### config.mk
export PLATFORM = sky130hd
export DESIGN_NAME = pipe_front_regs
export DESIGN_NICKNAME = d
export VERILOG_FILES = /design/src/rtl/core_pkg.sv /design/src/rtl/pipe_reg.sv /design/src/rtl/pipe_front_regs.sv
export SDC_FILE = /design/constraint.sdc
export NUM_CORES = 1
export LEC_CHECK = 0
export CAP_MARGIN = 10
export CORE_AREA = 4 4 258 260
export CTS_CLUSTER_DIAMETER = 30
export DETAILED_ROUTE_END_ITERATION = 10
export DIE_AREA = 0 0 262 264
export SYNTH_ARGS = -nofsm -noshare
export SYNTH_HDL_FRONTEND = slang
export SYNTH_HIERARCHICAL = 1
export SYNTH_SLANG_ARGS = --single-unit
### constraint.sdc
create_clock -name clk -period 3.1 [get_ports clk]
set_clock_uncertainty 0.15 [all_clocks]
set_input_delay 0.62 -clock clk [delete_from_list [all_inputs] [get_ports clk]]
set_output_delay 0.62 -clock clk [all_outputs]
set_load 0.01 [all_outputs]
### src/rtl/core_pkg.sv
// Shared constants and bundle types for the RV32I core pipeline registers.
package core_pkg;

    localparam int unsigned XLEN         = 32;
    localparam int unsigned RESULT_SRC_W = 2;
    localparam int unsigned ALU_CTRL_W   = 3;
    localparam int unsigned REG_IDX_W    = 5;

    localparam logic [XLEN-1:0] RESET_PC_DEF  = 32'h0000_0000;
    localparam logic [XLEN-1:0] NOP_INSTR_DEF = 32'h0000_0013;

    typedef struct packed {
        logic                    reg_write;
        logic                    mem_write;
        logic                    jump;
        logic                    branch;
        logic                    alu_src;
        logic [RESULT_SRC_W-1:0] result_src;
        logic [ALU_CTRL_W-1:0]   alu_control;
    } ctrl_t;

    typedef struct packed {
        ctrl_t                ctrl;
        logic [XLEN-1:0]      rd1;
        logic [XLEN-1:0]      rd2;
        logic [XLEN-1:0]      imm_ext;
        logic [XLEN-1:0]      pc;
        logic [XLEN-1:0]      pc_plus4;
        logic [REG_IDX_W-1:0] rs1;
        logic [REG_IDX_W-1:0] rs2;
        logic [REG_IDX_W-1:0] rd;
    } idex_t;

endpackage

### src/rtl/pipe_reg.sv
// Generic pipeline register: async active-low reset, synchronous clear
// (priority over enable), and load enable.
module pipe_reg #(
    parameter int unsigned   W       = 32,
    parameter logic [W-1:0]  RST_VAL = '0,
    parameter logic [W-1:0]  CLR_VAL = '0
) (
    input  logic         clk,
    input  logic         reset,
    input  logic         en,
    input  logic         clr,
    input  logic [W-1:0] d,
    output logic [W-1:0] q
);

    logic [W-1:0] data_d;
    logic [W-1:0] data_q;

    always_comb begin
        data_d = data_q;
        if (clr) begin
            data_d = CLR_VAL;
        end else if (en) begin
            data_d = d;
        end
    end

    always_ff @(posedge clk or negedge reset) begin
        if (!reset) begin
            data_q <= RST_VAL;
        end else begin
            data_q <= data_d;
        end
    end

    assign q = data_q;

endmodule

### src/rtl/pipe_front_regs.sv
// PC, IF/ID and ID/EX pipeline registers with hazard hold/bubble handling
// plus saturating stall and flush event counters.
module pipe_front_regs
    import core_pkg::*;
#(
    parameter logic [31:0] RESET_PC  = RESET_PC_DEF,
    parameter logic [31:0] NOP_INSTR = NOP_INSTR_DEF,
    parameter int unsigned CNT_W     = 32
) (
    input  logic                    clk,
    input  logic                    reset,
    input  logic                    StallF,
    input  logic                    StallD,
    input  logic                    FlushD,
    input  logic                    FlushE,
    input  logic [31:0]             PCNextF,
    input  logic [31:0]             InstrF,
    input  logic [31:0]             PCPlus4F,
    output logic [31:0]             PCF,
    output logic [31:0]             InstrD,
    output logic [31:0]             PCD,
    output logic [31:0]             PCPlus4D,
    input  logic                    RegWriteD,
    input  logic                    MemWriteD,
    input  logic                    JumpD,
    input  logic                    BranchD,
    input  logic                    ALUSrcD,
    input  logic [RESULT_SRC_W-1:0] ResultSrcD,
    input  logic [ALU_CTRL_W-1:0]   ALUControlD,
    input  logic [31:0]             RD1D,
    input  logic [31:0]             RD2D,
    input  logic [31:0]             ImmExtD,
    input  logic [31:0]             PCD_E,
    input  logic [31:0]             PCPlus4D_E,
    input  logic [REG_IDX_W-1:0]    Rs1D,
    input  logic [REG_IDX_W-1:0]    Rs2D,
    input  logic [REG_IDX_W-1:0]    RdD,
    output logic                    RegWriteE,
    output logic                    MemWriteE,
    output logic                    JumpE,
    output logic                    BranchE,
    output logic                    ALUSrcE,
    output logic [RESULT_SRC_W-1:0] ResultSrcE,
    output logic [ALU_CTRL_W-1:0]   ALUControlE,
    output logic [31:0]             RD1E,
    output logic [31:0]             RD2E,
    output logic [31:0]             ImmExtE,
    output logic [31:0]             PCE,
    output logic [31:0]             PCPlus4E,
    output logic [REG_IDX_W-1:0]    Rs1E,
    output logic [REG_IDX_W-1:0]    Rs2E,
    output logic [REG_IDX_W-1:0]    RdE,
    input  logic                    CntClr,
    output logic [CNT_W-1:0]        StallCount,
    output logic [CNT_W-1:0]        FlushCount
);

    localparam logic [CNT_W-1:0] CNT_ONE = {{(CNT_W-1){1'b0}}, 1'b1};

    pipe_reg #(
        .W       (32),
        .RST_VAL (RESET_PC),
        .CLR_VAL ('0)
    ) u_pc_reg (
        .clk   (clk),
        .reset (reset),
        .en    (~StallF),
        .clr   (1'b0),
        .d     (PCNextF),
        .q     (PCF)
    );

    // Instruction field sits apart so its reset/flush value can be the NOP.
    pipe_reg #(
        .W       (32),
        .RST_VAL (NOP_INSTR),
        .CLR_VAL (NOP_INSTR)
    ) u_ifid_instr (
        .clk   (clk),
        .reset (reset),
        .en    (~StallD),
        .clr   (FlushD),
        .d     (InstrF),
        .q     (InstrD)
    );

    pipe_reg #(
        .W       (64),
        .RST_VAL ('0),
        .CLR_VAL ('0)
    ) u_ifid_pc (
        .clk   (clk),
        .reset (reset),
        .en    (~StallD),
        .clr   (FlushD),
        .d     ({PCF, PCPlus4F}),
        .q     ({PCD, PCPlus4D})
    );

    idex_t idex_in;
    idex_t idex_out;

    always_comb begin
        idex_in                  = '0;
        idex_in.ctrl.reg_write   = RegWriteD;
        idex_in.ctrl.mem_write   = MemWriteD;
        idex_in.ctrl.jump        = JumpD;
        idex_in.ctrl.branch      = BranchD;
        idex_in.ctrl.alu_src     = ALUSrcD;
        idex_in.ctrl.result_src  = ResultSrcD;
        idex_in.ctrl.alu_control = ALUControlD;
        idex_in.rd1              = RD1D;
        idex_in.rd2              = RD2D;
        idex_in.imm_ext          = ImmExtD;
        idex_in.pc               = PCD_E;
        idex_in.pc_plus4         = PCPlus4D_E;
        idex_in.rs1              = Rs1D;
        idex_in.rs2              = Rs2D;
        idex_in.rd               = RdD;
    end

    // A flushed ID/EX is all-zero: no write, no forward match, no load stall.
    pipe_reg #(
        .W       ($bits(idex_t)),
        .RST_VAL ('0),
        .CLR_VAL ('0)
    ) u_idex (
        .clk   (clk),
        .reset (reset),
        .en    (1'b1),
        .clr   (FlushE),
        .d     (idex_in),
        .q     (idex_out)
    );

    assign RegWriteE   = idex_out.ctrl.reg_write;
    assign MemWriteE   = idex_out.ctrl.mem_write;
    assign JumpE       = idex_out.ctrl.jump;
    assign BranchE     = idex_out.ctrl.branch;
    assign ALUSrcE     = idex_out.ctrl.alu_src;
    assign ResultSrcE  = idex_out.ctrl.result_src;
    assign ALUControlE = idex_out.ctrl.alu_control;
    assign RD1E        = idex_out.rd1;
    assign RD2E        = idex_out.rd2;
    assign ImmExtE     = idex_out.imm_ext;
    assign PCE         = idex_out.pc;
    assign PCPlus4E    = idex_out.pc_plus4;
    assign Rs1E        = idex_out.rs1;
    assign Rs2E        = idex_out.rs2;
    assign RdE         = idex_out.rd;

    logic [CNT_W-1:0] stall_cnt_d, stall_cnt_q;
    logic [CNT_W-1:0] flush_cnt_d, flush_cnt_q;

    always_comb begin
        stall_cnt_d = stall_cnt_q;
        flush_cnt_d = flush_cnt_q;
        if (CntClr) begin
            stall_cnt_d = '0;
            flush_cnt_d = '0;
        end else begin
            if (StallD && (stall_cnt_q != '1)) begin
                stall_cnt_d = stall_cnt_q + CNT_ONE;
            end
            // A combined D+E flush is one redirect event.
            if ((FlushD || FlushE) && (flush_cnt_q != '1)) begin
                flush_cnt_d = flush_cnt_q + CNT_ONE;
            end
        end
    end

    always_ff @(posedge clk or negedge reset) begin
        if (!reset) begin
            stall_cnt_q <= '0;
            flush_cnt_q <= '0;
        end else begin
            stall_cnt_q <= stall_cnt_d;
            flush_cnt_q <= flush_cnt_d;
        end
    end

    assign StallCount = stall_cnt_q;
    assign FlushCount = flush_cnt_q;

endmodule

==> metrics.yaml, run 1 <==
status:
  outcome: "finished, final reports clean"
yosys:
  syn_area_sq_um: 16500
  synth_edf_count: 0
  synthFlopType: "dfrtp_1"
  synth_most_common_cell: "dfrtp_1"
  syn_inst: 1409
  seq_area_frac_synth: 0.572
  ys_top_cells_by_area: "dfrtp_1 57%, mux2i_1 19%, nor2_1 7.7%, buf_8 2.2%, a21oi_1 1.2%"
  yosysWarningCount: 6
  ys_async_sr_fraction: 1.00
  ys_types: 59
  ys_ff_latch: 377
  synthTopCellsByCount: "374 x dfrtp_1, 337 x nor2_1, 311 x mux2i_1, 39 x a21oi_1, 29 x nand2_1"
  yosysTopAreaCell: "dfrtp_1"
  avgSynthCellArea_sq_um: 11.7
  synth_top_area_share: 0.567
drt:
  vias: 13606
  drt-total-wl_microns: 58000
  routed_via_density: 4.47
  drcViolationCount: 0
  drtIter0Drc: 787
  firstDrtPassIters: 5
  ant_nets: 0
  wl_per_cell_microns: 19.0
floorplanning:
  start_util: 0.257
  die_x_microns: 262
  rows: 93
  core_sq_um: 64100
  die_area_sq_um: 69200
  ioPinCount: 665
  die_h_microns: 264
global_routing:
  first_global_vias: 14489
  antenna_found_initial: 3
  grt_pass1_wl_microns: 86900
  grt_max_degree: 186
  grt_usage: 0.159
  grt_overflow: 0
finish:
  multi_input_area_sq_um: 6290
  regArea_sq_um: 9440
  final_nets: 2407
  areaGrowthSynthToFinish_pct: 64.5
  num-fill-cells: 5993
  drive_gt1_frac: 0.0960
place:
  gp_congestion: 0.827
  hpwl_microns: 41400
  io_buffers: 664
power_and_ir_drop:
  ir_drop_uv: 482
  finalPower_w: 0.0172
  comb_power_share: 0.101
  p_int_w: 0.0133
  swShare: 0.226
  p_sw_w: 0.00388
  powerDensity_nw_per_um2: 634
  pwr-share-seq: 0.309
  pwr-share-clk: 0.590
  leakage_nw: 12.2
critical_path:
  crit_required_ns: 3.47
  max_stage_delay_ns: 1.02
  rrSetupSlack_ns: 0.38
  critPathMaxFanout: 11
  startpoint_type: "flop"
  cp.arrival_ns: 3.09
  path_cells: "and4_1 > nand3_1 > o311ai_1 > o21ai_0 > a21oi_1"
  crit_type: "reg2reg"
  slowest_stage: "o311ai_1"
  endpoint_kind: "flop"
sta:
  finalCritPeriodShare: 0.876
  fin_worst_hold_slack_ns: 0.157
  max_slew_margin: 0.235
  period_needed_ns: 2.72
  final-max-slew-violation-count: 0
  setup_viol: 0
  tns_ns: 0
  max_freq_mhz: 368
  finalHoldViolCount: 0
  rsz0062_at_grt: "false"
  tightest_slew_ns: 1.13
run:
  drv_cap: 0
clock_tree:
  htreeDepth: 3
  clock_latency_ns: 0.62
  numCtsBuffers: 94
  path_clk_slew_ns: 0.04
  cts_root_buffer: "clkbuf_16"
  cts_sinks: 377
  cts_setup_buffers: 0
  cts_buffer_depth: 3
  cts_tree: "built"
hold_path:
  hold_class: "in2reg"
-- placed cells by master (no fill, tap or decap), drive strengths merged, types with 3 or more instances in the layout --
cell type      count
o21ai             17
mux2i            311
dfrtp            374
clkinv            21
clkinvlp           6
a211o              3
conb               6
diode              4
nand2             29
and4              12
nand3             19
o211ai             3
a21oi             39
nor2             337
a211oi             4
nor2b              8
bufinv            15
clkdlybuf4s50    660
and3              10
xor2               6
mux2               5
or3               13
and2               4
or4b               3
nand4             14
nor4               9
dfstp              3
o31ai             21
clkbuf           125
buf               36
a2111oi            3
inv               12
or4               24
xnor2             11
nor3               4
a31oi              3
-- worst paths after layout --
| path | to | cells past startpoint | from |
|---|---|---|---|
| hold reg to reg | u_ifid_pc/q[5] | 2 | u_ifid_pc/q[5] |
| max in group asynchronous | u_idex/q[90] | 3 | reset |
| min in group asynchronous | u_pc_reg/q[11] | 2 | reset |
| hold / removal | u_idex/q[13] | 2 | FlushE |
| setup reg to reg | StallCount[27] | 5 | StallCount[19] |
| setup / recovery | StallCount[27] | 5 | StallCount[19] |
-- area by class of cell --
type,count,area share
clock buffer,125,0.0976
multi-input combinational,935,0.232
inverter,12,0.00175
sequential,377,0.347
clock inverter,42,0.0252
tap,855,0.0394
antenna,4,0.000369
timing repair buffer,697,0.257
-- routing by layer --
layer | track usage | routed length, microns
met1 | 0.181 | 22100
met4 | 0.0528 | 1560
met2 | 0.274 | 28900
met3 | 0.0626 | 5460
met5 | 0 | 0
-- sequential cells by signal, indices dropped and copies added (netlist names) --
name,flops
u_idex/q,185
u_pc_reg/q,32
StallCount,32
u_ifid_instr/q,32
u_ifid_pc/q,64
FlushCount,32
-- worst max-delay path, delay by kind of cell, from the launching register on --
| kind | cells | cell delay [ns] |
|---|---|---|
| DFF | 1 | 0.44 |
| AOI/OAI and AO/OA | 3 | 1.41 |
| and+or+nand+nor | 2 | 0.65 |
-- timing repair --
| item | in CTS | in global routing |
|---|---|---|
| hold buffers | 1 | 0 |
| endpoints found under the hold margin | 65 | 0 |
| resized for setup | 0 | 0 |
-- per-stage QoR --
| step | area (sq um) | util | setup WS [ns] | std cells |
|---|---|---|---|---|
| 6_report | 27200 | 0.424 | 0.384 | 3047 |
| 5_1_grt | 27200 | 0.424 | 0.164 | 3046 |
| 4_1_cts | 27200 | 0.423 | 0.338 | 3043 |
| 3_5_place_dp | 23800 | 0.371 | 0.228 | 2875 |
| 3_3_place_gp | 23800 | 0.371 | 0.283 | 2875 |
| 2_1_floorplan | 16500 | - | 0.740 | 1413 |
-- power by group through the flow --
stage                     combinational [W]  sequential [W]  clock, W
final                               0.00174         0.00531    0.0102
after floorplan                    0.000578         0.00547         0
after global routing                0.00188         0.00534    0.0107
after detailed placement            0.00174         0.00538         0
after CTS                           0.00175         0.00531    0.0104
after global placement              0.00172         0.00537         0
-- cell families after synthesis --
group / Yosys count / synth area share
buffers and inverters: 101 / 0.0484
AO/OA/AOI/OAI: 103 / 0.0410
AND/OR/NAND/NOR: 491 / 0.136
multiplexers: 316 / 0.192
XOR/XNOR: 17 / 0.00902
other: 2 / 0.000455
adder cells (fa/ha/maj): 2 / 0.00152
flip-flops: 377 / 0.572
No activity file was read; power rests on OpenSTA's default activity.
==> inputs of run 2 (changes only) <==
--- a/config.mk
+++ b/config.mk
@@ -5,7 +5,6 @@
 export SDC_FILE = /design/constraint.sdc
 export NUM_CORES = 1
 export LEC_CHECK = 0
-export CAP_MARGIN = 10
 export CORE_AREA = 4 4 258 260
 export CTS_CLUSTER_DIAMETER = 30
 export DETAILED_ROUTE_END_ITERATION = 10
==> results of run 2 <==
The final DEF is identical to that of run 1; final timing and power are the same.
